===== src/rtl/game_screen_ctrl.sv =====
// ---------------------------------------------------------------------------
// game_screen_ctrl
//
// Screen sequencer for the OLED game. It sits in front of the title,
// controls-help and play-field renderers:
//   * turns the OLED driver's linear pixel_index into registered (x,y)
//     coordinates that feed every renderer,
//   * debounces the five push-buttons,
//   * runs the menu state machine that chooses the active screen,
//   * muxes the active renderer's colour into a registered oled_data.
// A screen change is only committed when pixel 0 of a frame is sampled,
// so one frame is always drawn entirely from one screen.
//
// Ports
//   clk          in   1   OLED pixel clock, the only clock
//   reset        in   1   synchronous, active-high reset
//   pixel_index  in  13   pixel address from the OLED driver
//   btnC..btnD   in   1   raw asynchronous push-buttons
//   game_over    in   1   one-cycle pulse from the game logic
//   title_data   in  16   title renderer colour for the current (x,y)
//   ctrl_data    in  16   controls-help renderer colour
//   play_data    in  16   play-field renderer colour
//   x            out  7   registered column
//   y            out  6   registered row
//   oled_data    out 16   registered colour to the OLED driver
//   screen_id    out  2   0 TITLE, 1 CONTROLS, 2 PLAY, 3 OVER
//   game_start   out  1   one-cycle pulse when PLAY is committed
//   play_btn     out  5   {C,U,L,R,D} press pulses, only while in PLAY
// ---------------------------------------------------------------------------

`default_nettype none

// ---------------------------------------------------------------------------
// button_debounce
//
// One push-button: 2-FF synchroniser, then a counter that must see the
// synchronised level disagree with the accepted level for DEBOUNCE_CYCLES
// consecutive cycles before the accepted level follows it.
//
// Ports
//   clk     in  1   clock
//   reset   in  1   synchronous, active-high reset
//   raw     in  1   asynchronous button input
//   press   out 1   single-cycle pulse on the accepted 0->1 edge
// ---------------------------------------------------------------------------
module button_debounce #(
    parameter int DEBOUNCE_CYCLES = 65536,
    parameter int CNT_W           = 17
) (
    input  logic clk,
    input  logic reset,
    input  logic raw,
    output logic press
);

    localparam logic [CNT_W-1:0] CNT_MAX = CNT_W'(DEBOUNCE_CYCLES - 1);

    logic             sync_a;
    logic             sync_b;
    logic             stable;
    logic             stable_d;
    logic [CNT_W-1:0] cnt;

    // Synchroniser plus stability counter. Any cycle where the synchronised
    // level agrees with the accepted level restarts the count, so a glitch
    // shorter than DEBOUNCE_CYCLES never reaches the accepted level.
    always_ff @(posedge clk) begin
        if (reset) begin
            sync_a   <= 1'b0;
            sync_b   <= 1'b0;
            stable   <= 1'b0;
            stable_d <= 1'b0;
            cnt      <= '0;
        end else begin
            sync_a   <= raw;
            sync_b   <= sync_a;
            stable_d <= stable;
            if (sync_b == stable) begin
                cnt <= '0;
            end else if (cnt == CNT_MAX) begin
                stable <= sync_b;
                cnt    <= '0;
            end else begin
                cnt <= cnt + CNT_W'(1);
            end
        end
    end

    // Rising edge of the accepted level; holding the button gives no repeat.
    assign press = stable & ~stable_d;

endmodule

// ---------------------------------------------------------------------------
// Top level
// ---------------------------------------------------------------------------
module game_screen_ctrl #(
    parameter int          WIDTH           = 96,
    parameter int          HEIGHT          = 64,
    parameter int          DEBOUNCE_CYCLES = 65536,
    parameter int          CNT_W           = 17,
    parameter logic [15:0] BG_COLOUR       = 16'h0000
) (
    input  logic        clk,
    input  logic        reset,
    input  logic [12:0] pixel_index,
    input  logic        btnC,
    input  logic        btnU,
    input  logic        btnL,
    input  logic        btnR,
    input  logic        btnD,
    input  logic        game_over,
    input  logic [15:0] title_data,
    input  logic [15:0] ctrl_data,
    input  logic [15:0] play_data,
    output logic [6:0]  x,
    output logic [5:0]  y,
    output logic [15:0] oled_data,
    output logic [1:0]  screen_id,
    output logic        game_start,
    output logic [4:0]  play_btn
);

    localparam int NUM_PIXELS = WIDTH * HEIGHT;

    // Bit positions inside the {C,U,L,R,D} press vector.
    localparam int B_C = 4;
    localparam int B_U = 3;
    localparam int B_L = 2;

    typedef enum logic [1:0] {
        S_TITLE    = 2'd0,
        S_CONTROLS = 2'd1,
        S_PLAY     = 2'd2,
        S_OVER     = 2'd3
    } screen_t;

    // -----------------------------------------------------------------------
    // Button debouncers
    // -----------------------------------------------------------------------
    logic [4:0] raw_btns;
    logic [4:0] press;

    assign raw_btns = {btnC, btnU, btnL, btnR, btnD};

    for (genvar g = 0; g < 5; g++) begin : g_btn
        button_debounce #(
            .DEBOUNCE_CYCLES(DEBOUNCE_CYCLES),
            .CNT_W          (CNT_W)
        ) u_debounce (
            .clk  (clk),
            .reset(reset),
            .raw  (raw_btns[g]),
            .press(press[g])
        );
    end

    // -----------------------------------------------------------------------
    // Menu state machine
    // -----------------------------------------------------------------------
    screen_t screen_q;
    screen_t screen_d;
    screen_t pending_state_q;
    screen_t pending_state_d;
    screen_t req_state;
    logic    pending_q;
    logic    pending_d;
    logic    req_valid;
    logic    commit;
    logic    game_start_d;

    // Request decode. game_over only means something in PLAY, and buttons
    // never request anything there. Outside PLAY only the highest-priority
    // press (C > U > L > R > D) is looked at; R and D have no transitions.
    always_comb begin
        req_valid = 1'b0;
        req_state = screen_q;
        if (screen_q == S_PLAY) begin
            if (game_over) begin
                req_valid = 1'b1;
                req_state = S_OVER;
            end
        end else if (press[B_C]) begin
            req_valid = 1'b1;
            case (screen_q)
                S_TITLE:    req_state = S_CONTROLS;
                S_CONTROLS: req_state = S_PLAY;
                default:    req_state = S_TITLE;
            endcase
        end else if (press[B_U]) begin
            if (screen_q == S_CONTROLS) begin
                req_valid = 1'b1;
                req_state = S_PLAY;
            end
        end else if (press[B_L]) begin
            if (screen_q == S_CONTROLS) begin
                req_valid = 1'b1;
                req_state = S_TITLE;
            end
        end
    end

    // Pending request and frame-aligned commit. A request only latches while
    // nothing is pending, so the first one wins. Because commit looks at the
    // registered pending flag, a request arriving on pixel 0 waits a frame.
    always_comb begin
        screen_d        = screen_q;
        pending_d       = pending_q;
        pending_state_d = pending_state_q;
        game_start_d    = 1'b0;
        commit          = (pixel_index == 13'd0) && pending_q;
        if (commit) begin
            screen_d     = pending_state_q;
            pending_d    = 1'b0;
            game_start_d = (pending_state_q == S_PLAY);
        end else if (!pending_q && req_valid) begin
            pending_d       = 1'b1;
            pending_state_d = req_state;
        end
    end

    // Menu state registers.
    always_ff @(posedge clk) begin
        if (reset) begin
            screen_q        <= S_TITLE;
            pending_q       <= 1'b0;
            pending_state_q <= S_TITLE;
            game_start      <= 1'b0;
        end else begin
            screen_q        <= screen_d;
            pending_q       <= pending_d;
            pending_state_q <= pending_state_d;
            game_start      <= game_start_d;
        end
    end

    assign screen_id = screen_q;

    // Button presses reach the game logic only while the play field is shown.
    always_ff @(posedge clk) begin
        if (reset) begin
            play_btn <= '0;
        end else begin
            play_btn <= (screen_q == S_PLAY) ? press : 5'b0;
        end
    end

    // -----------------------------------------------------------------------
    // Coordinate and colour pipeline
    // -----------------------------------------------------------------------
    logic       pix_in_range;
    logic [6:0] pix_col;
    logic [5:0] pix_row;
    logic       s1_in_range;
    screen_t    s1_screen;

    assign pix_in_range = (pixel_index < 13'(NUM_PIXELS));
    assign pix_col      = 7'(pixel_index % 13'(WIDTH));
    assign pix_row      = 6'(pixel_index / 13'(WIDTH));

    // Stage 1: coordinates for the renderers. The screen carried along is
    // screen_d, so pixel 0 of a committing frame already uses the new screen
    // and the whole frame comes from a single renderer.
    always_ff @(posedge clk) begin
        if (reset) begin
            x           <= '0;
            y           <= '0;
            s1_in_range <= 1'b0;
            s1_screen   <= S_TITLE;
        end else begin
            x           <= pix_in_range ? pix_col : 7'd0;
            y           <= pix_in_range ? pix_row : 6'd0;
            s1_in_range <= pix_in_range;
            s1_screen   <= screen_d;
        end
    end

    // Stage 2: the renderers answer combinationally for the stage-1 (x,y),
    // so their colour is captured one cycle after the coordinates. The game
    // over screen reuses the play field with its colours inverted.
    always_ff @(posedge clk) begin
        if (reset) begin
            oled_data <= BG_COLOUR;
        end else if (!s1_in_range) begin
            oled_data <= BG_COLOUR;
        end else begin
            case (s1_screen)
                S_TITLE:    oled_data <= title_data;
                S_CONTROLS: oled_data <= ctrl_data;
                S_PLAY:     oled_data <= play_data;
                default:    oled_data <= ~play_data;
            endcase
        end
    end

endmodule

`default_nettype wire

===== config.mk =====
export PLATFORM = sky130hd
export DESIGN_NAME = game_screen_ctrl
export DESIGN_NICKNAME = d
export VERILOG_FILES = /design/src/rtl/game_screen_ctrl.sv
export SDC_FILE = /design/constraint.sdc
export NUM_CORES = 1
export LEC_CHECK = 0
export CAP_MARGIN = 20
export CORE_MARGIN = 3
export CORE_UTILIZATION = 34
export CTS_BUF_LIST = sky130_fd_sc_hd__clkbuf_4 sky130_fd_sc_hd__clkbuf_8
export DETAILED_ROUTE_END_ITERATION = 10
export PLACE_DENSITY = 0.61
export SYNTH_ARGS = -nofsm -noshare
export SYNTH_HDL_FRONTEND = slang
export SYNTH_HIERARCHICAL = 1
export SYNTH_SLANG_ARGS = --single-unit

===== constraint.sdc =====
create_clock -name clk -period 1.9 [get_ports clk]
set_input_delay 0.38 -clock clk [delete_from_list [all_inputs] [get_ports clk]]
set_output_delay 0.38 -clock clk [all_outputs]
set_load 0.1 [all_outputs]

==> results.md <==
* Leading area contributor after synthesis: dfxtp_1
* R2r endpoint: g_btn[1].u_debounce/cnt[13]$_SDFF_PP0_
* Worst skew pair latency at 440 ps
* Setup violations, final at 0
* Net switching power at 1.68 mW
* Length of routed met2 wiring at 6980 um
* Die area at 21500 um2
* Syn_area_per_cell at 8.86 um2
* Slew HR at 48.7%
* DP Worst Slack at -630 ps
* Max Used Layer: met4
* Pin count of the biggest net entering global routing at 35
* Area contributors post-synth: dfxtp_1, mux2i_1, nor2_1, xnor2_1, xor2_1
* Layout cell share with drive strength beyond 1 at 20.5%
* Post-synth EDFFs at 0
* Root buffer cell: clkbuf_8
* WP data required at 2230 ps
* WL final at 15000 um
* Flop pwr share at 48.0%
* Hold Path End: y[3]$_SDFF_PP0_
* Mapped Area at 6720 um2
* Hold Startpoint: reset
* Multiplexer share of the synthesized area at 6.79%
* Cells on worst reg2reg path at 8
* Routed wire length per instance at 12.5 um
* Peak supply drop at 0.377 mV
* DRC viols at 0
* Period utilization at 98.2%
* Router iterations before antenna repair at 4
* Worst Path Max Fanout at 8
* Distinct cells, synth at 65
* Synth top area share at 43.5%
* H-tree depth at 4
* Worst-margin pin slew at 769 ps
* CTS sink cnt at 146
* Main synth FF type: dfxtp_1
* FILL cells at 1848
* Die W at 147 um
* WHS at 344 ps
* Grt ovf at 0
* Buffers on Ports at 105
* Minimum clock period at 1870 ps
* Fin Clk Skew at 9.14 ps
* CP Launch Type: input pin
* Pins Over Slew Limit at 0
* Initial antenna violation count at 0
* M1 wire length at 7070 um
* Number of global-route vias before repair at 5388
* Final ANT Viol Nets at 0
* I/O pin cnt at 106
* Comb pwr share at 11.7%
* Adder-Cell Fraction of Synth Area at 1.86%
* Core area at 19100 um2
* Ant diodes at 0
* CTS Buf Count at 17
* Worst-path cell chain: dlygate4sd2_1, buf_6, or4_4, a21oi_2, o21a_2, a2111oi_4, and3b_1, o31a_1
* Vias per std cell at 4.68
* Chip Height at 147 um
* Achievable Freq at 0.536 GHz
* Layout Nets at 1006
* Outcome: finished clean
* XOR/XNOR Fraction of Synth Area at 7.69%
* Setup crit end kind: flip-flop
* Clock share of power at 40.3%
* Met3 wire length at 670 um
* Kind of critical path: input pin to flip-flop
* Clock Pin Slew Worst Setup and Hold Paths at 80 ps
* Post-synthesis sequential area ratio at 43.5%
* Final worst slack at 34.6 ps
* Slowest cell on the critical path: or4_4
* Initial Util at 35.2%
* Leak at 3.23 nW
* Critical Path AT at 2200 ps
* Area delta synth->final at 33.8%
* Seq cells post-synth at 146
* Origin of the critical flop-to-flop path: g_btn[1].u_debounce/cnt[0]$_SDFF_PP0_
* DR iter-0 viols at 204
* Post-DP HPWL at 10700 um
* FF-to-FF setup slack at 50 ps
* YS warnings at 6
* Via count at 5615
* Post-Synth Simple-Gate Area at 25.9%
* Post-CTS Hold Fix Bufs at 0
* Pwr Density at 723 nW/um2
* Clock tree from TritonCTS: built
* Final Wtd Congestion at 0.767
* Compound-Gate Fraction of Synth Area at 9.99%
* Maxcap violations at 0
* First-pass GRT wire length at 24900 um
* Hold path cells at 2
* Syn nets at 838
* Largest family of logic cells by synthesized area: simple AND/OR/NAND/NOR gates
* GRT Util Overall at 13.9%
* Sw frac at 25.8%
* Async set-reset flop share out of synthesis at 0%
* Cells after synthesis at 759
* CTS max path bufs at 2
* Hold Vio Cnt, Final at 0
* HP Class: input pin to flip-flop
* Row count at 50
* Slowest Stage Delay on Critical Path at 540 ps
* Internal at 4.82 mW
## state kept, by name, summed over array words and instances, names as in the netlist
signal,flops
s1_in_range,1
g_btn.u_debounce/stable,5
pending_q,1
pending_state_q,2
oled_data,16
g_btn.u_debounce/sync_b,5
g_btn.u_debounce/sync_a,5
game_start,1
g_btn.u_debounce/stable_d,5
y,6
play_btn,5
x,7
s1_screen,2
g_btn.u_debounce/cnt,85
## worst max-delay path: cells and delay by family
kind | cells | cell delay, ps
and+or+nand+nor | 2 | 720
AOI/OAI and AO/OA | 4 | 670
buffers and inverters | 2 | 430
## per-layer routing
layer / GRT usage (%) / up-vias
li1: - / 2962
met1: 17.7 / 2549
met2: 22.4 / 85
met3: 4.47 / 19
met4: 4.75 / 0
met5: 0 / -
## synthesized netlist by cell type (all sizes together), types with 2 or more instances
master	count
dfxtp	146
nor2	97
mux2i	43
nand2	39
xnor2	38
a21oi	34
inv	34
nand3	34
nor2b	28
xor2	21
and2	20
buf	18
nor3	18
a211oi	17
and3	17
nand4	17
nor4	16
or3	16
o21ai	15
clkbuf	13
ha	10
nand2b	9
or2	7
or4	7
o31ai	6
o21bai	4
o21a	3
o22ai	3
a21boi	2
and3b	2
clkinv	2
mux2	2
o211ai	2
o2bb2ai	2
## power by group through the flow
stage	combinational (mW)	clock, mW	sequential, mW
finish	0.762	2.62	3.12
CTS	0.762	2.72	3.12
detailed placement	0.760	0	3.19
floorplan	0.221	0	3.42
global route	0.815	2.84	3.13
global placement	0.757	0	3.19
## timing repair
| action | 4_1_cts | 5_1_grt |
|---|---|---|
| pin swaps | 1 | 3 |
| cloned | 0 | 1 |
| gates resized for setup | 6 | 24 |
| setup buffers | 1 | 3 |
| setup endpoints to repair | 4 | 62 |
## stage by stage
step	utilization, %	instance area, um2	std cells	total power, mW	setup TNS (ps)
2_1_floorplan	-	6780	759	3.64	0
3_3_place_gp	44.4	8470	1164	3.95	-5030
3_5_place_dp	44.4	8470	1164	3.95	-5080
4_1_cts	46.7	8910	1197	6.60	-10.8
5_1_grt	47.2	9000	1200	6.78	-438
6_report	47.2	9000	1200	6.50	0
## cell type report
cell class	count	area (um2)	area share, %
Multi-Input combinational cell	546	3610	40.1
Sequential cell	146	2930	32.5
Timing Repair Buffer	180	1570	17.5
Tap cell	260	325	3.62
Clock buffer	21	277	3.07
Clock inverter	11	154	1.71
Inverter	36	135	1.50
## placed cells by master, fill, tap and decap left out, types with 7 or more instances in the layout
master and n:
and2_1 20, xor2_1 21, nor2b_1 28, nand2b_1 9
xnor2_1 38, a211oi_1 17, inv_1 33, nor2_1 97
nor3_2 7, mux2i_1 43, nand3_1 28, nand2_1 39
and3_1 17, a21oi_1 31, buf_4 103, dfxtp_1 143
clkdlybuf4s50_1 62, clkbuf_8 19, or3_1 8, nor4_1 16
nand4_1 17, o21ai_0 15, nor3_1 9
## worst max-delay path by stage
stage / startpoint / end / slack [ps] / depth (start not counted)
2_1_floorplan: g_btn[0].u_debounce/cnt[0]$_SDFF_PP0_ / g_btn[0].u_debounce/cnt[11]$_SDFF_PP0_ / 9 / 9
3_3_place_gp: pixel_index[11] / x[6]$_SDFF_PP0_ / -610 / 7
3_5_place_dp: pixel_index[8] / y[0]$_SDFF_PP0_ / -630 / 7
4_1_cts: pixel_index[9] / x[6]$_SDFF_PP0_ / -10 / 9
5_1_grt: g_btn[1].u_debounce/cnt[0]$_SDFF_PP0_ / g_btn[1].u_debounce/cnt[2]$_SDFF_PP0_ / -40 / 8
6_report: pixel_index[9] / x[6]$_SDFF_PP0_ / 30 / 8
## cells by family after synthesis
group / Yosys count
xor+xnor: 59
mux: 45
simple gates: 333
flops: 146
buf+inv: 67
fa+ha+maj: 10
compound gates: 99
Power figures use the tool's default switching activity.
